$ cat src/rtl/dmem_pkg.sv
// -----------------------------------------------------------------------------
// dmem_pkg
// Shared definitions for the data-memory arbiter: lane index constants, the
// fault-cause encoding (also consumed by the trap unit) and the default
// memory word-index width.
// -----------------------------------------------------------------------------
package dmem_pkg;

    localparam int DEF_ADDR_W = 10;

    localparam logic LANE0 = 1'b0;
    localparam logic LANE1 = 1'b1;

    typedef enum logic [1:0] {
        FAULT_NONE     = 2'd0,
        FAULT_MISALIGN = 2'd1,
        FAULT_RANGE    = 2'd2
    } fault_e;

    // Classify a byte address: misalignment takes precedence over range.
    function automatic fault_e fault_cause(input logic [31:0] addr, input int addr_w);
        logic [31:0] hi_s;
        hi_s = addr >> (addr_w + 32'sd2);
        if (addr[1:0] != 2'b00) begin
            return FAULT_MISALIGN;
        end else if (hi_s != 32'd0) begin
            return FAULT_RANGE;
        end else begin
            return FAULT_NONE;
        end
    endfunction

endpackage

$ cat src/rtl/dmem_arbiter_if.sv
// -----------------------------------------------------------------------------
// dmem_arbiter_if
// Bundles the two load/store lane handshakes and the single data-memory port.
//   master : pipeline/memory side (drives requests and mem_rd)
//   slave  : arbiter side (drives grants, responses and the memory controls)
// -----------------------------------------------------------------------------
interface dmem_arbiter_if;
    logic        l0_req;
    logic        l0_we;
    logic [31:0] l0_addr;
    logic [31:0] l0_wdata;
    logic        l0_gnt;
    logic        l0_rvalid;
    logic [31:0] l0_rdata;
    logic        l0_err;

    logic        l1_req;
    logic        l1_we;
    logic [31:0] l1_addr;
    logic [31:0] l1_wdata;
    logic        l1_gnt;
    logic        l1_rvalid;
    logic [31:0] l1_rdata;
    logic        l1_err;

    logic        mem_we;
    logic [31:0] mem_a;
    logic [31:0] mem_wd;
    logic [31:0] mem_rd;

    modport master (
        output l0_req, l0_we, l0_addr, l0_wdata,
        input  l0_gnt, l0_rvalid, l0_rdata, l0_err,
        output l1_req, l1_we, l1_addr, l1_wdata,
        input  l1_gnt, l1_rvalid, l1_rdata, l1_err,
        input  mem_we, mem_a, mem_wd,
        output mem_rd
    );

    modport slave (
        input  l0_req, l0_we, l0_addr, l0_wdata,
        output l0_gnt, l0_rvalid, l0_rdata, l0_err,
        input  l1_req, l1_we, l1_addr, l1_wdata,
        output l1_gnt, l1_rvalid, l1_rdata, l1_err,
        output mem_we, mem_a, mem_wd,
        input  mem_rd
    );
endinterface

$ cat src/rtl/dmem_rr_pick.sv
// -----------------------------------------------------------------------------
// dmem_rr_pick
// Two-way grant picker with an optional round-robin pointer.
//   clk, rst    : clock, asynchronous active-low reset (forces gnt to 0)
//   req0, req1  : lane requests
//   order_hold  : same-word hazard with a store; lane 0 (older) must win
//   gnt[1:0]    : one-hot grant, bit index = lane index
// The pointer only advances on contested cycles that were not decided by
// the ordering override, so the override never costs lane 1 its turn.
// -----------------------------------------------------------------------------
module dmem_rr_pick
    import dmem_pkg::*;
#(
    parameter int RR_EN = 0
) (
    input  logic       clk,
    input  logic       rst,
    input  logic       req0,
    input  logic       req1,
    input  logic       order_hold,
    output logic [1:0] gnt
);

    logic ptr_r;

    // Combinational one-hot grant selection.
    always_comb begin
        gnt = 2'b00;
        if (!rst) begin
            gnt = 2'b00;
        end else if (req0 && req1) begin
            if (order_hold || (RR_EN == 0) || (ptr_r == LANE0)) begin
                gnt = 2'b01;
            end else begin
                gnt = 2'b10;
            end
        end else if (req0) begin
            gnt = 2'b01;
        end else if (req1) begin
            gnt = 2'b10;
        end else begin
            gnt = 2'b00;
        end
    end

    // Round-robin pointer: toggles after each contested, non-override cycle.
    always_ff @(posedge clk or negedge rst) begin
        if (!rst) begin
            ptr_r <= LANE0;
        end else if ((RR_EN != 0) && req0 && req1 && !order_hold) begin
            ptr_r <= ~ptr_r;
        end else begin
            ptr_r <= ptr_r;
        end
    end

endmodule

$ cat src/rtl/dmem_arbiter.sv
// -----------------------------------------------------------------------------
// dmem_arbiter
// Shares the single-port word-addressed data memory between the two MEM-stage
// lanes (lane 0 = older instruction). At most one access is granted per
// cycle; the granted access is checked for alignment/range, drives the memory
// port, and receives a registered response one cycle later.
//   clk, rst      : clock, asynchronous active-low reset
//   bus           : lane handshakes and memory port (dmem_arbiter_if.slave)
//   conflict_cnt  : saturating count of cycles in which both lanes requested
// -----------------------------------------------------------------------------
module dmem_arbiter
    import dmem_pkg::*;
#(
    parameter int ADDR_W = DEF_ADDR_W,
    parameter int RR_EN  = 0,
    parameter int CNT_W  = 16
) (
    input  logic               clk,
    input  logic               rst,
    dmem_arbiter_if.slave      bus,
    output logic [CNT_W-1:0]   conflict_cnt
);

    localparam logic [CNT_W-1:0] CNT_MAX = {CNT_W{1'b1}};
    localparam logic [CNT_W-1:0] CNT_ONE = {{(CNT_W-1){1'b0}}, 1'b1};

    logic [1:0]        gnt_s;
    logic              order_hold_s;
    logic              any_gnt_s;
    logic              sel_we_s;
    logic [31:0]       sel_addr_s;
    logic [31:0]       sel_wdata_s;
    fault_e            fault_s;
    logic              err_s;

    logic              l0_rvalid_r, l1_rvalid_r;
    logic              l0_err_r, l1_err_r;
    logic [31:0]       l0_rdata_r, l1_rdata_r;
    logic [CNT_W-1:0]  cnt_r;

    // A store and any other access to the same word must keep program order.
    assign order_hold_s = (bus.l0_addr[ADDR_W+1:2] == bus.l1_addr[ADDR_W+1:2]) &&
                          (bus.l0_we || bus.l1_we);

    dmem_rr_pick #(.RR_EN(RR_EN)) u_pick (
        .clk        (clk),
        .rst        (rst),
        .req0       (bus.l0_req),
        .req1       (bus.l1_req),
        .order_hold (order_hold_s),
        .gnt        (gnt_s)
    );

    // Select the granted lane's request and classify it.
    always_comb begin
        any_gnt_s   = gnt_s[LANE0] || gnt_s[LANE1];
        sel_we_s    = 1'b0;
        sel_addr_s  = 32'd0;
        sel_wdata_s = 32'd0;
        if (gnt_s[LANE1]) begin
            sel_we_s    = bus.l1_we;
            sel_addr_s  = bus.l1_addr;
            sel_wdata_s = bus.l1_wdata;
        end else if (gnt_s[LANE0]) begin
            sel_we_s    = bus.l0_we;
            sel_addr_s  = bus.l0_addr;
            sel_wdata_s = bus.l0_wdata;
        end else begin
            sel_we_s    = 1'b0;
            sel_addr_s  = 32'd0;
            sel_wdata_s = 32'd0;
        end
        fault_s = fault_cause(sel_addr_s, ADDR_W);
        err_s   = any_gnt_s && (fault_s != FAULT_NONE);
    end

    // Memory port is idle (all zero) whenever nothing is granted.
    assign bus.mem_a  = {{(32-ADDR_W){1'b0}}, sel_addr_s[ADDR_W+1:2]};
    assign bus.mem_wd = sel_wdata_s;
    assign bus.mem_we = any_gnt_s && sel_we_s && !err_s;

    assign bus.l0_gnt = gnt_s[LANE0];
    assign bus.l1_gnt = gnt_s[LANE1];

    // One-cycle response registers and the saturating conflict counter.
    always_ff @(posedge clk or negedge rst) begin
        if (!rst) begin
            l0_rvalid_r <= 1'b0;
            l1_rvalid_r <= 1'b0;
            l0_err_r    <= 1'b0;
            l1_err_r    <= 1'b0;
            l0_rdata_r  <= 32'd0;
            l1_rdata_r  <= 32'd0;
            cnt_r       <= {CNT_W{1'b0}};
        end else begin
            l0_rvalid_r <= gnt_s[LANE0];
            l1_rvalid_r <= gnt_s[LANE1];
            l0_err_r    <= gnt_s[LANE0] && err_s;
            l1_err_r    <= gnt_s[LANE1] && err_s;
            l0_rdata_r  <= (gnt_s[LANE0] && !sel_we_s && !err_s) ? bus.mem_rd : 32'd0;
            l1_rdata_r  <= (gnt_s[LANE1] && !sel_we_s && !err_s) ? bus.mem_rd : 32'd0;
            if (bus.l0_req && bus.l1_req && (cnt_r != CNT_MAX)) begin
                cnt_r <= cnt_r + CNT_ONE;
            end else begin
                cnt_r <= cnt_r;
            end
        end
    end

    assign bus.l0_rvalid = l0_rvalid_r;
    assign bus.l1_rvalid = l1_rvalid_r;
    assign bus.l0_err    = l0_err_r;
    assign bus.l1_err    = l1_err_r;
    assign bus.l0_rdata  = l0_rdata_r;
    assign bus.l1_rdata  = l1_rdata_r;
    assign conflict_cnt  = cnt_r;

endmodule

$ cat src/flat_wrapper.sv
// flat-port wrapper written by rule: the top's interface ports become plain ports
module dmem_arbiter_flat import dmem_pkg::*;
#(
    parameter int ADDR_W = DEF_ADDR_W,
    parameter int RR_EN  = 0,
    parameter int CNT_W  = 16
)
  (clk, rst, conflict_cnt, bus_l0_req, bus_l0_we, bus_l0_addr, bus_l0_wdata, bus_l0_gnt, bus_l0_rvalid, bus_l0_rdata, bus_l0_err, bus_l1_req, bus_l1_we, bus_l1_addr, bus_l1_wdata, bus_l1_gnt, bus_l1_rvalid, bus_l1_rdata, bus_l1_err, bus_mem_we, bus_mem_a, bus_mem_wd, bus_mem_rd);
  dmem_arbiter_if bus_i ();
  input  logic clk;
  input  logic rst;
  output logic [CNT_W-1:0] conflict_cnt;
  input wire logic [$bits(bus_i.l0_req)-1:0] bus_l0_req;
  input wire logic [$bits(bus_i.l0_we)-1:0] bus_l0_we;
  input wire logic [$bits(bus_i.l0_addr)-1:0] bus_l0_addr;
  input wire logic [$bits(bus_i.l0_wdata)-1:0] bus_l0_wdata;
  output wire logic [$bits(bus_i.l0_gnt)-1:0] bus_l0_gnt;
  output wire logic [$bits(bus_i.l0_rvalid)-1:0] bus_l0_rvalid;
  output wire logic [$bits(bus_i.l0_rdata)-1:0] bus_l0_rdata;
  output wire logic [$bits(bus_i.l0_err)-1:0] bus_l0_err;
  input wire logic [$bits(bus_i.l1_req)-1:0] bus_l1_req;
  input wire logic [$bits(bus_i.l1_we)-1:0] bus_l1_we;
  input wire logic [$bits(bus_i.l1_addr)-1:0] bus_l1_addr;
  input wire logic [$bits(bus_i.l1_wdata)-1:0] bus_l1_wdata;
  output wire logic [$bits(bus_i.l1_gnt)-1:0] bus_l1_gnt;
  output wire logic [$bits(bus_i.l1_rvalid)-1:0] bus_l1_rvalid;
  output wire logic [$bits(bus_i.l1_rdata)-1:0] bus_l1_rdata;
  output wire logic [$bits(bus_i.l1_err)-1:0] bus_l1_err;
  output wire logic [$bits(bus_i.mem_we)-1:0] bus_mem_we;
  output wire logic [$bits(bus_i.mem_a)-1:0] bus_mem_a;
  output wire logic [$bits(bus_i.mem_wd)-1:0] bus_mem_wd;
  input wire logic [$bits(bus_i.mem_rd)-1:0] bus_mem_rd;
  assign bus_i.l0_req = bus_l0_req;
  assign bus_i.l0_we = bus_l0_we;
  assign bus_i.l0_addr = bus_l0_addr;
  assign bus_i.l0_wdata = bus_l0_wdata;
  assign bus_l0_gnt = bus_i.l0_gnt;
  assign bus_l0_rvalid = bus_i.l0_rvalid;
  assign bus_l0_rdata = bus_i.l0_rdata;
  assign bus_l0_err = bus_i.l0_err;
  assign bus_i.l1_req = bus_l1_req;
  assign bus_i.l1_we = bus_l1_we;
  assign bus_i.l1_addr = bus_l1_addr;
  assign bus_i.l1_wdata = bus_l1_wdata;
  assign bus_l1_gnt = bus_i.l1_gnt;
  assign bus_l1_rvalid = bus_i.l1_rvalid;
  assign bus_l1_rdata = bus_i.l1_rdata;
  assign bus_l1_err = bus_i.l1_err;
  assign bus_mem_we = bus_i.mem_we;
  assign bus_mem_a = bus_i.mem_a;
  assign bus_mem_wd = bus_i.mem_wd;
  assign bus_i.mem_rd = bus_mem_rd;
  dmem_arbiter #(.ADDR_W(ADDR_W), .RR_EN(RR_EN), .CNT_W(CNT_W)) u_core (.clk(clk), .rst(rst), .bus(bus_i), .conflict_cnt(conflict_cnt));
endmodule
$ cat config.mk
export PLATFORM = sky130hd
export DESIGN_NAME = dmem_arbiter_flat
export DESIGN_NICKNAME = d
export VERILOG_FILES = /design/src/rtl/dmem_pkg.sv /design/src/rtl/dmem_arbiter_if.sv /design/src/rtl/dmem_rr_pick.sv /design/src/rtl/dmem_arbiter.sv /design/src/flat_wrapper.sv
export SDC_FILE = /design/constraint.sdc
export NUM_CORES = 1
export LEC_CHECK = 0
export ABC_AREA = 1
export CAP_MARGIN = 25
export CELL_PAD_IN_SITES_DETAIL_PLACEMENT = 0
export CELL_PAD_IN_SITES_GLOBAL_PLACEMENT = 1
export CORE_AREA = 2 2 122 124
export DETAILED_ROUTE_END_ITERATION = 7
export DIE_AREA = 0 0 124 126
export DONT_BUFFER_PORTS = 1
export GPL_TIMING_DRIVEN = 1
export PLACE_DENSITY = 0.58
export REMOVE_ABC_BUFFERS = 1
export SYNTH_ARGS = -nofsm -noshare
export SYNTH_HDL_FRONTEND = slang
export SYNTH_SLANG_ARGS = --single-unit
$ cat constraint.sdc
create_clock -name clk -period 1.85 [get_ports clk]
set_input_delay 0.2775 -clock clk [delete_from_list [all_inputs] [get_ports clk]]
set_output_delay 0.2775 -clock clk [all_outputs]
set_load 0.05 [all_outputs]
==> out/metrics.cfg <==
[critical_path]
cp-startpoint=u_core.conflict_cnt[0]
path_class=flip-flop to flip-flop
crit_path_max_incr_delay_ps=360
reg2reg_to=u_core.conflict_cnt[13]
cp.depth=8
rr_startpoint=u_core.conflict_cnt[0]
crit_path_start_kind=flip-flop
crit_path_end_kind=flip-flop
crit_arrival_ps=1880
crit_path_end=u_core.conflict_cnt[13]
critPathMaxFanout=19
required_ps=2080
path_cells=ha_1, nand3_2, nor3_4, nand3_2, nand2_4, inv_4, nand2_1, nand2_1
crit_buf_inv=1
cp_top_family=simple AND/OR/NAND/NOR gates
reg2reg_slack_ps=200
crit_path_top_delay_cell=dfrtp_1
r2r_cells=8

[power_and_ir_drop]
swShare_pct=32.8
combPwrFrac_pct=23.1
power_leakage_uw=0.00272
p_int_uw=3560
p_clk_share_pct=37.1
p_switching_uw=1730
p_per_area_mw_per_mm2=991
peakVddDrop_mv=0.429
seqPwrFrac_pct=39.8

[synth]
async_reset_ff_share_pct=100
synth_edf_count=0
synth_area_leader_cell=dfrtp_1
syn_inst=433
synth_warnings=0
synth.avg_cell_area_um2=8.93
ys.flop_type=dfrtp_1
synthDistinctLibCells=28
synth.cell_area_mm2=0.00387
yosysTopAreaCellShare_pct=54.3
yosysSeqAreaShare_pct=54.3
synth_seq_cells=84
yosys-top-cells-area=dfrtp_1 54%, nor2_1 9.9%, a22o_1 9.5%

[cts]
h-tree-depth=3
cts_buffer_depth=2
cts_tree=done
post_cts_buffers=0
cts_resized=0
clk_latency_ps=340
clk_pin_slew_worst_paths_ps=70
cts_root_buf=clkbuf_16
numClockSinks=84
numCtsBuffers=9

[cells_and_area]
drive_gt1_share_pct=18.1
area_growth_pct=37.9
fin_nets=660
layout_commonest_cell=nor2_1
layout_common_cells=102 x nor2_1, 84 x dfrtp_1, 79 x nand2_1, 45 x inv_1, 45 x buf_12

[drt]
wire_per_inst_um=21.4
drc=0
drt-pass1-iter-count=4
drt-total-wl_um=14700
vias=3094
avgViaCountPerCell=4.50
drt-initial-drc-count=136
ant_nets=0

[global_route]
grt_max_degree=87
antenna_found_initial=7
overflow=0
grt_pass1_vias=3021
grt_pass1_wl_um=20300
grt_use_total_pct=18.6

[timing]
hold_slack_ps=-372
grt_setup_unrepaired=no
max_freq_mhz=606
setup_viol=0
fin_tns_setup_ps=0
skew_ps=6.55
finalCritPeriodShare_pct=89.1
period_minus_slack_ps=1650
drv_slew=0
hold_viol_final=84

[outcome]
violations=hold timing
status=complete, but fails checks

[floorplan]
io_pins=317
rows=44
die_h_um=126
die_x_um=124
initial_utilization_pct=27.0
die_area_mm2=0.0156
core_area_mm2=0.0143

[place]
io_buffers=0
dp_hpwl_um=12100
gp_congestion=0.913

[job]
maxCapViolations=0

[hold_path]
hp-class=input port to async pin

sequential cells by signal (all words and copies together) (netlist names):
| register | count |
|---|---|
| u_core.bus.l0_rdata | 32 |
| u_core.bus.l1_rdata | 32 |
| u_core.conflict_cnt | 16 |
| u_core.bus.l0_err | 1 |
| u_core.bus.l0_rvalid | 1 |
| u_core.bus.l1_err | 1 |
| u_core.bus.l1_rvalid | 1 |
area by class of cell:
| cell class | instances | area, um^2 |
|---|---|---|
| diodes | 6 | 15.0 |
| clock buffers | 10 | 239 |
| clock inverters | 5 | 83.8 |
| fillers | 1453 | 8980 |
| inverters | 47 | 179 |
| multi-input cells | 285 | 1430 |
| flip-flops and latches | 84 | 2100 |
| well taps | 184 | 230 |
| repair buffers | 66 | 1060 |
Yosys cell counts, types with 2 or more instances:
cell type and number:
xor2_1 5, inv_1 45, nor3_1 2, nand3_1 11, clkbuf_1 7, or2_0 2, xnor2_1 7, dfrtp_1 84
buf_4 23, nand3_2 2, o21ai_0 2, nand2_1 79, nand4_1 2, nor2_1 102, a22o_1 42, buf_2 6
kinds of logic after synthesis:
logic type,after synthesis,share of synthesized area [%]
simple gates,205,21.7
buf+inv,85,10.9
flops,84,54.3
compound gates,45,9.90
xor+xnor,12,2.72
fa+ha+maj,1,0.323
other cells,1,0.0969
power by group through the flow:
| stage | logic [uW] | clock network, uW | registers (uW) |
|---|---|---|---|
| after floorplan | 563 | 0 | 2340 |
| after global placement | 1220 | 0 | 2140 |
| after detailed placement | 1230 | 0 | 2140 |
| after CTS | 1230 | 2000 | 2110 |
| after global routing | 1290 | 2080 | 2110 |
| final | 1220 | 1960 | 2100 |
worst min path at each step:
stage / startpoint / endpoint / slack, ps / cells after the start
CTS: rst / u_core.conflict_cnt[15] / -390 / 0
global placement: rst / u_core.conflict_cnt[7] / -20 / 0
global route: rst / u_core.conflict_cnt[15] / -390 / 0
finish: rst / u_core.conflict_cnt[15] / -370 / 0
floorplan: rst / u_core.bus.l0_err / -20 / 0
detailed placement: rst / u_core.conflict_cnt[13] / -20 / 0
metal layers:
metal / share of wire (%) / vias up / track usage, %
met5: 0.088 / - / 0
met2: 51 / 172 / 29.6
met1: 35 / 1454 / 20.8
met3: 11 / 22 / 8.47
li1: - / 1444 / -
met4: 2.9 / 2 / 9.52
through the flow:
| step | cell area (um^2) | util, % | std cells | total power, uW | worst slack, ps |
|---|---|---|---|---|---|
| floorplan | 3700 | - | 416 | 2900 | -1040 |
| global placement | 5000 | 34.9 | 666 | 3360 | 201 |
| detailed placement | 5000 | 34.9 | 666 | 3370 | 191 |
| CTS | 5320 | 37.2 | 681 | 5330 | 174 |
| global route | 5330 | 37.2 | 684 | 5490 | 59.8 |
| finish | 5340 | 37.3 | 687 | 5290 | 201 |
No activity file was read; power rests on OpenSTA's default activity.
